<file path="src/rtl/bram_dual_port_ext_if.sv">
`default_nettype none
// ============================================================================
// Module   : bram_dual_port_ext_if
// Purpose  : Per-port access bundle for bram_dual_port_ext (request + response)
// Revision : 1.0 - initial release
// ============================================================================
interface bram_dual_port_ext_if #(
    parameter int ADDR_WIDTH = 3,
    parameter int DATA_WIDTH = 8,
    parameter int BYTE_WIDTH = 8
);
    localparam int NB = DATA_WIDTH / BYTE_WIDTH;

    logic                  en;
    logic [NB-1:0]         we;
    logic [ADDR_WIDTH-1:0] addr;
    logic [DATA_WIDTH-1:0] din;
    logic [DATA_WIDTH-1:0] dout;
    logic                  valid;

    modport master (output en, we, addr, din, input dout, valid);
    modport slave  (input en, we, addr, din, output dout, valid);
endinterface
`default_nettype wire

</file>
<file path="src/rtl/bram_dual_port_ext.sv">
`default_nettype none
// ============================================================================
// Module   : bram_dual_port_ext
// Purpose  : True dual-port byte-enabled BRAM with collision strobe; define
//            BRAM_INIT_CLEAR_EN to zero the array after every reset.
// Revision : 1.0 - initial release
// ============================================================================
module bram_dual_port_ext #(
    parameter int ADDR_WIDTH = 3,
    parameter int DATA_WIDTH = 8,
    parameter int BYTE_WIDTH = 8,
    parameter int RDW_MODE   = 0,
    parameter int OUT_REG    = 0
) (
    input  wire                       clk,
    input  wire                       reset_n,
    bram_dual_port_ext_if.slave       port_a,
    bram_dual_port_ext_if.slave       port_b,
    output logic                      init_busy,
    output logic                      collision
);
    localparam int NB    = DATA_WIDTH / BYTE_WIDTH;
    localparam int DEPTH = 1 << ADDR_WIDTH;

    logic [DATA_WIDTH-1:0] mem [DEPTH];

    logic                  acc_a;
    logic                  acc_b;
    logic                  clear_we;
    logic [ADDR_WIDTH-1:0] clear_addr;
    logic [DATA_WIDTH-1:0] rd_word_a;
    logic [DATA_WIDTH-1:0] rd_word_b;
    logic [DATA_WIDTH-1:0] rd_a;
    logic [DATA_WIDTH-1:0] rd_b;
    logic                  rv_a;
    logic                  rv_b;

`ifdef BRAM_INIT_CLEAR_EN
    typedef enum logic [0:0] {
        INIT = 1'b0,
        RUN  = 1'b1
    } clr_state_t;

    clr_state_t          state;
    clr_state_t          state_nxt;
    logic [ADDR_WIDTH:0] clr_cnt;
    logic [ADDR_WIDTH:0] clr_cnt_nxt;

    always_ff @(posedge clk or negedge reset_n) begin
        if (!reset_n) begin
            state   <= INIT;
            clr_cnt <= '0;
        end else begin
            state   <= state_nxt;
            clr_cnt <= clr_cnt_nxt;
        end
    end

    always_comb begin
        state_nxt   = state;
        clr_cnt_nxt = clr_cnt;
        init_busy   = 1'b0;
        case (state)
            INIT: begin
                init_busy   = 1'b1;
                clr_cnt_nxt = clr_cnt + (ADDR_WIDTH+1)'(1);
                if (clr_cnt == (ADDR_WIDTH+1)'(DEPTH - 1)) begin
                    state_nxt = RUN;
                end
            end
            RUN:     state_nxt = RUN;
            default: state_nxt = INIT;
        endcase
    end

    assign clear_we   = init_busy;
    assign clear_addr = clr_cnt[ADDR_WIDTH-1:0];
`else
    assign init_busy  = 1'b0;
    assign clear_we   = 1'b0;
    assign clear_addr = '0;
`endif

    assign acc_a = port_a.en & ~init_busy;
    assign acc_b = port_b.en & ~init_busy;

    // Port B is written first so that port A overrides it on shared lanes.
    always_ff @(posedge clk) begin
        if (clear_we) begin
            mem[clear_addr] <= '0;
        end else begin
            for (int i = 0; i < NB; i++) begin
                if (acc_b && port_b.we[i]) begin
                    mem[port_b.addr][i*BYTE_WIDTH +: BYTE_WIDTH] <= port_b.din[i*BYTE_WIDTH +: BYTE_WIDTH];
                end
            end
            for (int i = 0; i < NB; i++) begin
                if (acc_a && port_a.we[i]) begin
                    mem[port_a.addr][i*BYTE_WIDTH +: BYTE_WIDTH] <= port_a.din[i*BYTE_WIDTH +: BYTE_WIDTH];
                end
            end
        end
    end

    // Write-first only folds in the port's own lanes; cross-port reads stay old.
    always_comb begin
        rd_word_a = mem[port_a.addr];
        rd_word_b = mem[port_b.addr];
        if (RDW_MODE != 0) begin
            for (int i = 0; i < NB; i++) begin
                if (port_a.we[i]) begin
                    rd_word_a[i*BYTE_WIDTH +: BYTE_WIDTH] = port_a.din[i*BYTE_WIDTH +: BYTE_WIDTH];
                end
                if (port_b.we[i]) begin
                    rd_word_b[i*BYTE_WIDTH +: BYTE_WIDTH] = port_b.din[i*BYTE_WIDTH +: BYTE_WIDTH];
                end
            end
        end
    end

    always_ff @(posedge clk or negedge reset_n) begin
        if (!reset_n) begin
            rd_a      <= '0;
            rd_b      <= '0;
            rv_a      <= 1'b0;
            rv_b      <= 1'b0;
            collision <= 1'b0;
        end else begin
            rv_a      <= acc_a;
            rv_b      <= acc_b;
            if (acc_a) rd_a <= rd_word_a;
            if (acc_b) rd_b <= rd_word_b;
            collision <= acc_a & acc_b & (port_a.addr == port_b.addr)
                         & ((|port_a.we) | (|port_b.we));
        end
    end

    generate
        if (OUT_REG != 0) begin : g_out_reg
            logic [DATA_WIDTH-1:0] dout_a_q;
            logic [DATA_WIDTH-1:0] dout_b_q;
            logic                  valid_a_q;
            logic                  valid_b_q;

            always_ff @(posedge clk or negedge reset_n) begin
                if (!reset_n) begin
                    dout_a_q  <= '0;
                    dout_b_q  <= '0;
                    valid_a_q <= 1'b0;
                    valid_b_q <= 1'b0;
                end else begin
                    valid_a_q <= rv_a;
                    valid_b_q <= rv_b;
                    if (rv_a) dout_a_q <= rd_a;
                    if (rv_b) dout_b_q <= rd_b;
                end
            end

            assign port_a.dout  = dout_a_q;
            assign port_b.dout  = dout_b_q;
            assign port_a.valid = valid_a_q;
            assign port_b.valid = valid_b_q;
        end else begin : g_no_out_reg
            assign port_a.dout  = rd_a;
            assign port_b.dout  = rd_b;
            assign port_a.valid = rv_a;
            assign port_b.valid = rv_b;
        end
    endgenerate
endmodule
`default_nettype wire

</file>
<file path="src/flat_wrapper.sv">
// flat-port wrapper written by rule: the top's interface ports become plain ports
module bram_dual_port_ext_flat 
#(
    parameter int ADDR_WIDTH = 3,
    parameter int DATA_WIDTH = 8,
    parameter int BYTE_WIDTH = 8,
    parameter int RDW_MODE   = 0,
    parameter int OUT_REG    = 0
)
  (clk, reset_n, init_busy, collision, port_a_en, port_a_we, port_a_addr, port_a_din, port_a_dout, port_a_valid, port_b_en, port_b_we, port_b_addr, port_b_din, port_b_dout, port_b_valid);
  bram_dual_port_ext_if #(.ADDR_WIDTH(ADDR_WIDTH), .DATA_WIDTH(DATA_WIDTH), .BYTE_WIDTH(BYTE_WIDTH)) port_a_i ();
  bram_dual_port_ext_if #(.ADDR_WIDTH(ADDR_WIDTH), .DATA_WIDTH(DATA_WIDTH), .BYTE_WIDTH(BYTE_WIDTH)) port_b_i ();
  input  wire clk;
  input  wire reset_n;
  output logic init_busy;
  output logic collision;
  input wire logic [$bits(port_a_i.en)-1:0] port_a_en;
  input wire logic [$bits(port_a_i.we)-1:0] port_a_we;
  input wire logic [$bits(port_a_i.addr)-1:0] port_a_addr;
  input wire logic [$bits(port_a_i.din)-1:0] port_a_din;
  output wire logic [$bits(port_a_i.dout)-1:0] port_a_dout;
  output wire logic [$bits(port_a_i.valid)-1:0] port_a_valid;
  input wire logic [$bits(port_b_i.en)-1:0] port_b_en;
  input wire logic [$bits(port_b_i.we)-1:0] port_b_we;
  input wire logic [$bits(port_b_i.addr)-1:0] port_b_addr;
  input wire logic [$bits(port_b_i.din)-1:0] port_b_din;
  output wire logic [$bits(port_b_i.dout)-1:0] port_b_dout;
  output wire logic [$bits(port_b_i.valid)-1:0] port_b_valid;
  assign port_a_i.en = port_a_en;
  assign port_a_i.we = port_a_we;
  assign port_a_i.addr = port_a_addr;
  assign port_a_i.din = port_a_din;
  assign port_a_dout = port_a_i.dout;
  assign port_a_valid = port_a_i.valid;
  assign port_b_i.en = port_b_en;
  assign port_b_i.we = port_b_we;
  assign port_b_i.addr = port_b_addr;
  assign port_b_i.din = port_b_din;
  assign port_b_dout = port_b_i.dout;
  assign port_b_valid = port_b_i.valid;
  bram_dual_port_ext #(.ADDR_WIDTH(ADDR_WIDTH), .DATA_WIDTH(DATA_WIDTH), .BYTE_WIDTH(BYTE_WIDTH), .RDW_MODE(RDW_MODE), .OUT_REG(OUT_REG)) u_core (.clk(clk), .reset_n(reset_n), .port_a(port_a_i), .port_b(port_b_i), .init_busy(init_busy), .collision(collision));
endmodule
</file>
<file path="config.mk">
export PLATFORM = sky130hd
export DESIGN_NAME = bram_dual_port_ext_flat
export DESIGN_NICKNAME = d
export VERILOG_FILES = /design/src/rtl/bram_dual_port_ext_if.sv /design/src/rtl/bram_dual_port_ext.sv /design/src/flat_wrapper.sv
export SDC_FILE = /design/constraint.sdc
export NUM_CORES = 1
export LEC_CHECK = 0
export ABC_AREA = 1
export ABC_CLOCK_PERIOD_IN_PS = 2180
export CELL_PAD_IN_SITES_DETAIL_PLACEMENT = 1
export CELL_PAD_IN_SITES_GLOBAL_PLACEMENT = 1
export CORE_ASPECT_RATIO = 1.5
export CORE_MARGIN = 4
export CORE_UTILIZATION = 47
export CTS_CLUSTER_SIZE = 30
export DETAILED_ROUTE_END_ITERATION = 16
export HOLD_SLACK_MARGIN = 0.12
export PLACE_DENSITY = 0.95
export SLEW_MARGIN = 20
export SYNTH_ARGS = -nofsm -noshare
export SYNTH_HDL_FRONTEND = slang
export SYNTH_SLANG_ARGS = --single-unit
</file>
<file path="constraint.sdc">
create_clock -name clk -period 2.18 [get_ports clk]
set_input_delay 0.436 -clock clk [delete_from_list [all_inputs] [get_ports clk]]
set_output_delay 0.436 -clock clk [all_outputs]
set_load 0.005 [all_outputs]
</file>
# Yosys cells after proc, flatten, opt, wreduce, memory -nomap -nowiden
# Memories as Yosys holds them, arrays and structs flattened. A register that Yosys moved wholly into a read port is not among the register bits.
# Cells that the tools add are included.
dict set report classes {
  eq_ne 1
  muxes 4
  n_bitwise 4
  reduce_logical 4
}
# cell count
set ops {}
lappend ops {{2-to-1 mux 1 bit} 4}
lappend ops {{AND 1 bit} 3}
lappend ops {{== test 3 bit} 1}
lappend ops {{logical AND 1 bit} 2}
lappend ops {{zero test 1 bit} 2}
lappend ops {{bitwise OR 1 bit} 1}
dict set report totals {
  regBits 3
  ram_bits 64
  out_inout_bits 20
  mem_count 1
}
# name words word_bits read_ports rd_clocked_by_memory_dff wr line
set mem_list {}
lappend mem_list {u_core.mem 8 8 2 2 2 bram_dual_port_ext.sv:25} ;# logic [DATA_WIDTH-1:0] mem [DEPTH];

# Logic depth before layout (Yosys ltp)
dict set report depth {
  ltp_word 3
  depth_mapped 8
}

# Worst setup path before layout
# Ideal clock, no wire load.
dict set report synth_path {
  path_kind {input -> register}
  from {input port_b_addr[0]}
  to {memory u_core.mem[4][0], enable pin}
  t_arrival_ns 1.533
  t_required_ns 1.796
  path_slack_ns 0.263
  stages 4
  cell_sequence {inv_1 -> clkbuf_1 -> nand2_1 -> o21ai_0}
}
# item line
set synth_lines {}
lappend synth_lines {{start: declaration} flat_wrapper.sv:25} ;# input wire logic [$bits(port_b_i.addr)-1:0] port_b_addr;
lappend synth_lines {{end: declaration} bram_dual_port_ext.sv:25}

==> results.json <==
{
  "fin_skew_ns": 0.00940,
  "core_region_area_um2": 10500,
  "start_util": 0.477,
  "synth_area_leaders": "edfxtp_1 (38%), nand2_1 (14%), dfrtp_1 (9.5%), nand3_1 (8.7%), inv_1 (5.8%)",
  "htreeDepth": 3,
  "postCtsSetupRepairBufs": 0,
  "post_cts_resize_count": 0,
  "path_buf_inv": 2,
  "grt_max_degree": 40,
  "start_kind": "input pin",
  "cts_tree": "done",
  "dr.pass1.iters": 5,
  "grt_pass1_vias": 4961,
  "grt_pass1_wl_um": 28600,
  "instances_no_fill": 826,
  "drive_gt1_frac": 0.138,
  "post_drt_wl_per_cell_um": 22.4,
  "grt.overflow.total": 0,
  "yosysTopAreaCell": "edfxtp_1",
  "fp.dieArea_um2": 12400,
  "end_kind": "flop",
  "synth.most_common_cell": "nand2_1",
  "syn_to_final_growth_pct": 19.7,
  "netlist_area_um2": 5020,
  "place_inst": 810,
  "clock_path_buffers": 2,
  "place_area_um2": 5730,
  "clk_latency_ns": 0.36,
  "drc": 0,
  "ys_ff_latch": 83,
  "rsz0062_at_grt": "false",
  "critPathLaunch": "port_a_addr[0]",
  "dp_hpwl_um": 13300,
  "drv_slew": 0,
  "hold_buffers": 0,
  "clock-root-buffer": "clkbuf_16",
  "antennaDiodeCount": 0,
  "r2r-start": "u_core.mem[4][4]",
  "layout_min_cycle_time_ns": 1.87,
  "io_pins": 48,
  "timing.fmax_mhz": 533,
  "cp_slowest_cell": "clkdlybuf4s50_1",
  "vdd_drop_max_v": 0.000460,
  "path_cells": "clkdlybuf4s50_1 > buf_12 > nor2_8 > nand2_4 > nand2_1",
  "io_buffers": 46,
  "vias": 4788,
  "fin_area_um2": 6010,
  "final_antenna_net_count": 0,
  "hold_ws_ns": 0.414,
  "finalHoldViolations": 0,
  "fill_cells": 1298,
  "fin_tns_setup_ns": 0,
  "gp_congestion": 1.05,
  "synthArstFlopShare": 0.229,
  "required_ns": 2.19,
  "wirelength_um": 18500,
  "drtIter0Drc": 448,
  "totalPowerFinal_mw": 4.03,
  "path_class": "input pin to flop",
  "status": "finished clean",
  "min_path_type": "input pin to async pin",
  "yosysSeqAreaShare": 0.477,
  "critical_path.top_delay_family": "buffers and inverters",
  "antenna_found_initial": 0,
  "cap_viol_max_count": 0,
  "ys_types": 28,
  "cts_sinks": 83,
  "num_rows": 46,
  "die_w_um": 92.4,
  "vias_per_cell": 5.80,
  "synth_top_cell_area_share": 0.383,
  "crit_arrival_ns": 1.88,
  "cts_buffers": 9,
  "syn_nets": 656,
  "final_nets": 705,
  "avgSynthCellArea_um2": 8.00,
  "place_ws_ns": -0.0116,
  "yosysWarnings": 0,
  "ys.flop_type": "edfxtp_1",
  "die_y_um": 135,
  "syn_inst": 628,
  "finalCritPeriodShare": 0.860,
  "pwr_density_cell_nw_per_um2": 671,
  "track_usage": 0.311,
  "finalSetupViolations": 0,
  "cp_max_fo": 30,
  "synth_enable_flop_cells": 64,
  "synthTopCellsByCount": "nand2_1 (185), nand3_1 (87), inv_1 (77)",
  "slowest_delay_ns": 0.51,
  "clkTransAtPathRegs_ns": 0.07,
  "fin_util": 0.571,
  "layout_setup_ws_ns": 0.306,
  "leakage_nw": 2.80
}
-- registers in the layout, summed over array words and instances (netlist names) --
signal,count
u_core.port_b.dout,8
u_core.port_b.valid,1
u_core.port_a.valid,1
u_core.mem,64
u_core.port_a.dout,8
u_core.collision,1
-- logic make-up after synthesis --
family,synth area share
buffers and inverters,0.107
AOI/OAI and AO/OA,0.103
and+or+nand+nor,0.311
DFF,0.477
other,0.000747
-- worst reg2reg max path, delay by kind of cell, from the launching register on --
family / cells / cell delay [ns]
DFF: 1 / 0.41
and+or+nand+nor: 5 / 0.81
-- where the power goes --
part | total, mW | internal (mW) | switching (mW)
Sequential | 1.85 | 1.80 | 0.0476
Combinational | 0.702 | 0.270 | 0.432
Clock | 1.48 | 0.779 | 0.704
-- layer usage --
metal | vias up | part of all wire | GRT usage
met5 | - | 0 | 0
met4 | 0 | 0.064 | 0.215
met3 | 65 | 0.063 | 0.0412
met2 | 257 | 0.51 | 0.528
met1 | 2327 | 0.37 | 0.360
li1 | 2139 | - | -
-- cell type report --
class / instances / area [um^2] / area share
clock buffers: 9 / 225 / 0.0375
inverters: 80 / 304 / 0.0506
repair buffers: 75 / 766 / 0.127
multi-input cells: 428 / 2090 / 0.347
well taps: 144 / 180 / 0.0300
clock inverters: 7 / 52.6 / 0.00874
flip-flops and latches: 83 / 2400 / 0.399
-- cell usage in the layout (no fill, tap or decap), types with 2 or more instances in the layout --
master           synthesis  routed
or2_2                    3       3
o21ai_2                 24      24
buf_4                    6      22
inv_1                   77      77
nor2_8                   3       3
nor2_1                  50      50
nand3_1                 87      87
buf_12                   0       7
clkinvlp_4               0       2
clkdlybuf4s50_1          0      46
o21ai_0                 14      14
dfrtp_1                 19      19
nand2_4                  9       9
o21ai_1                 32      32
nand2_1                185     185
clkinv_4                 0       2
edfxtp_1                64      64
nor2_4                   2       2
nand2_2                  3       3
nor2_2                   3       3
a21oi_1                  2       2
o211ai_1                 8       8
clkbuf_16                0       9
clkinv_2                 1       2
-- path summary, 6_finish.rpt --
kind / end / slack (ns) / depth (start not counted)
max reg2reg: u_core.port_b.dout[4] / 0.86 / 5
min reg2reg: u_core.port_b.dout[7] / 0.50 / 2
min in group clk: u_core.port_b.dout[7] / 0.50 / 2
max in group asynchronous: u_core.port_b.dout[2] / 1.55 / 2
max: u_core.mem[0][6] / 0.31 / 5
min: u_core.port_a.valid / 0.41 / 2
Note: power is estimated with default switching activity, not from simulation.
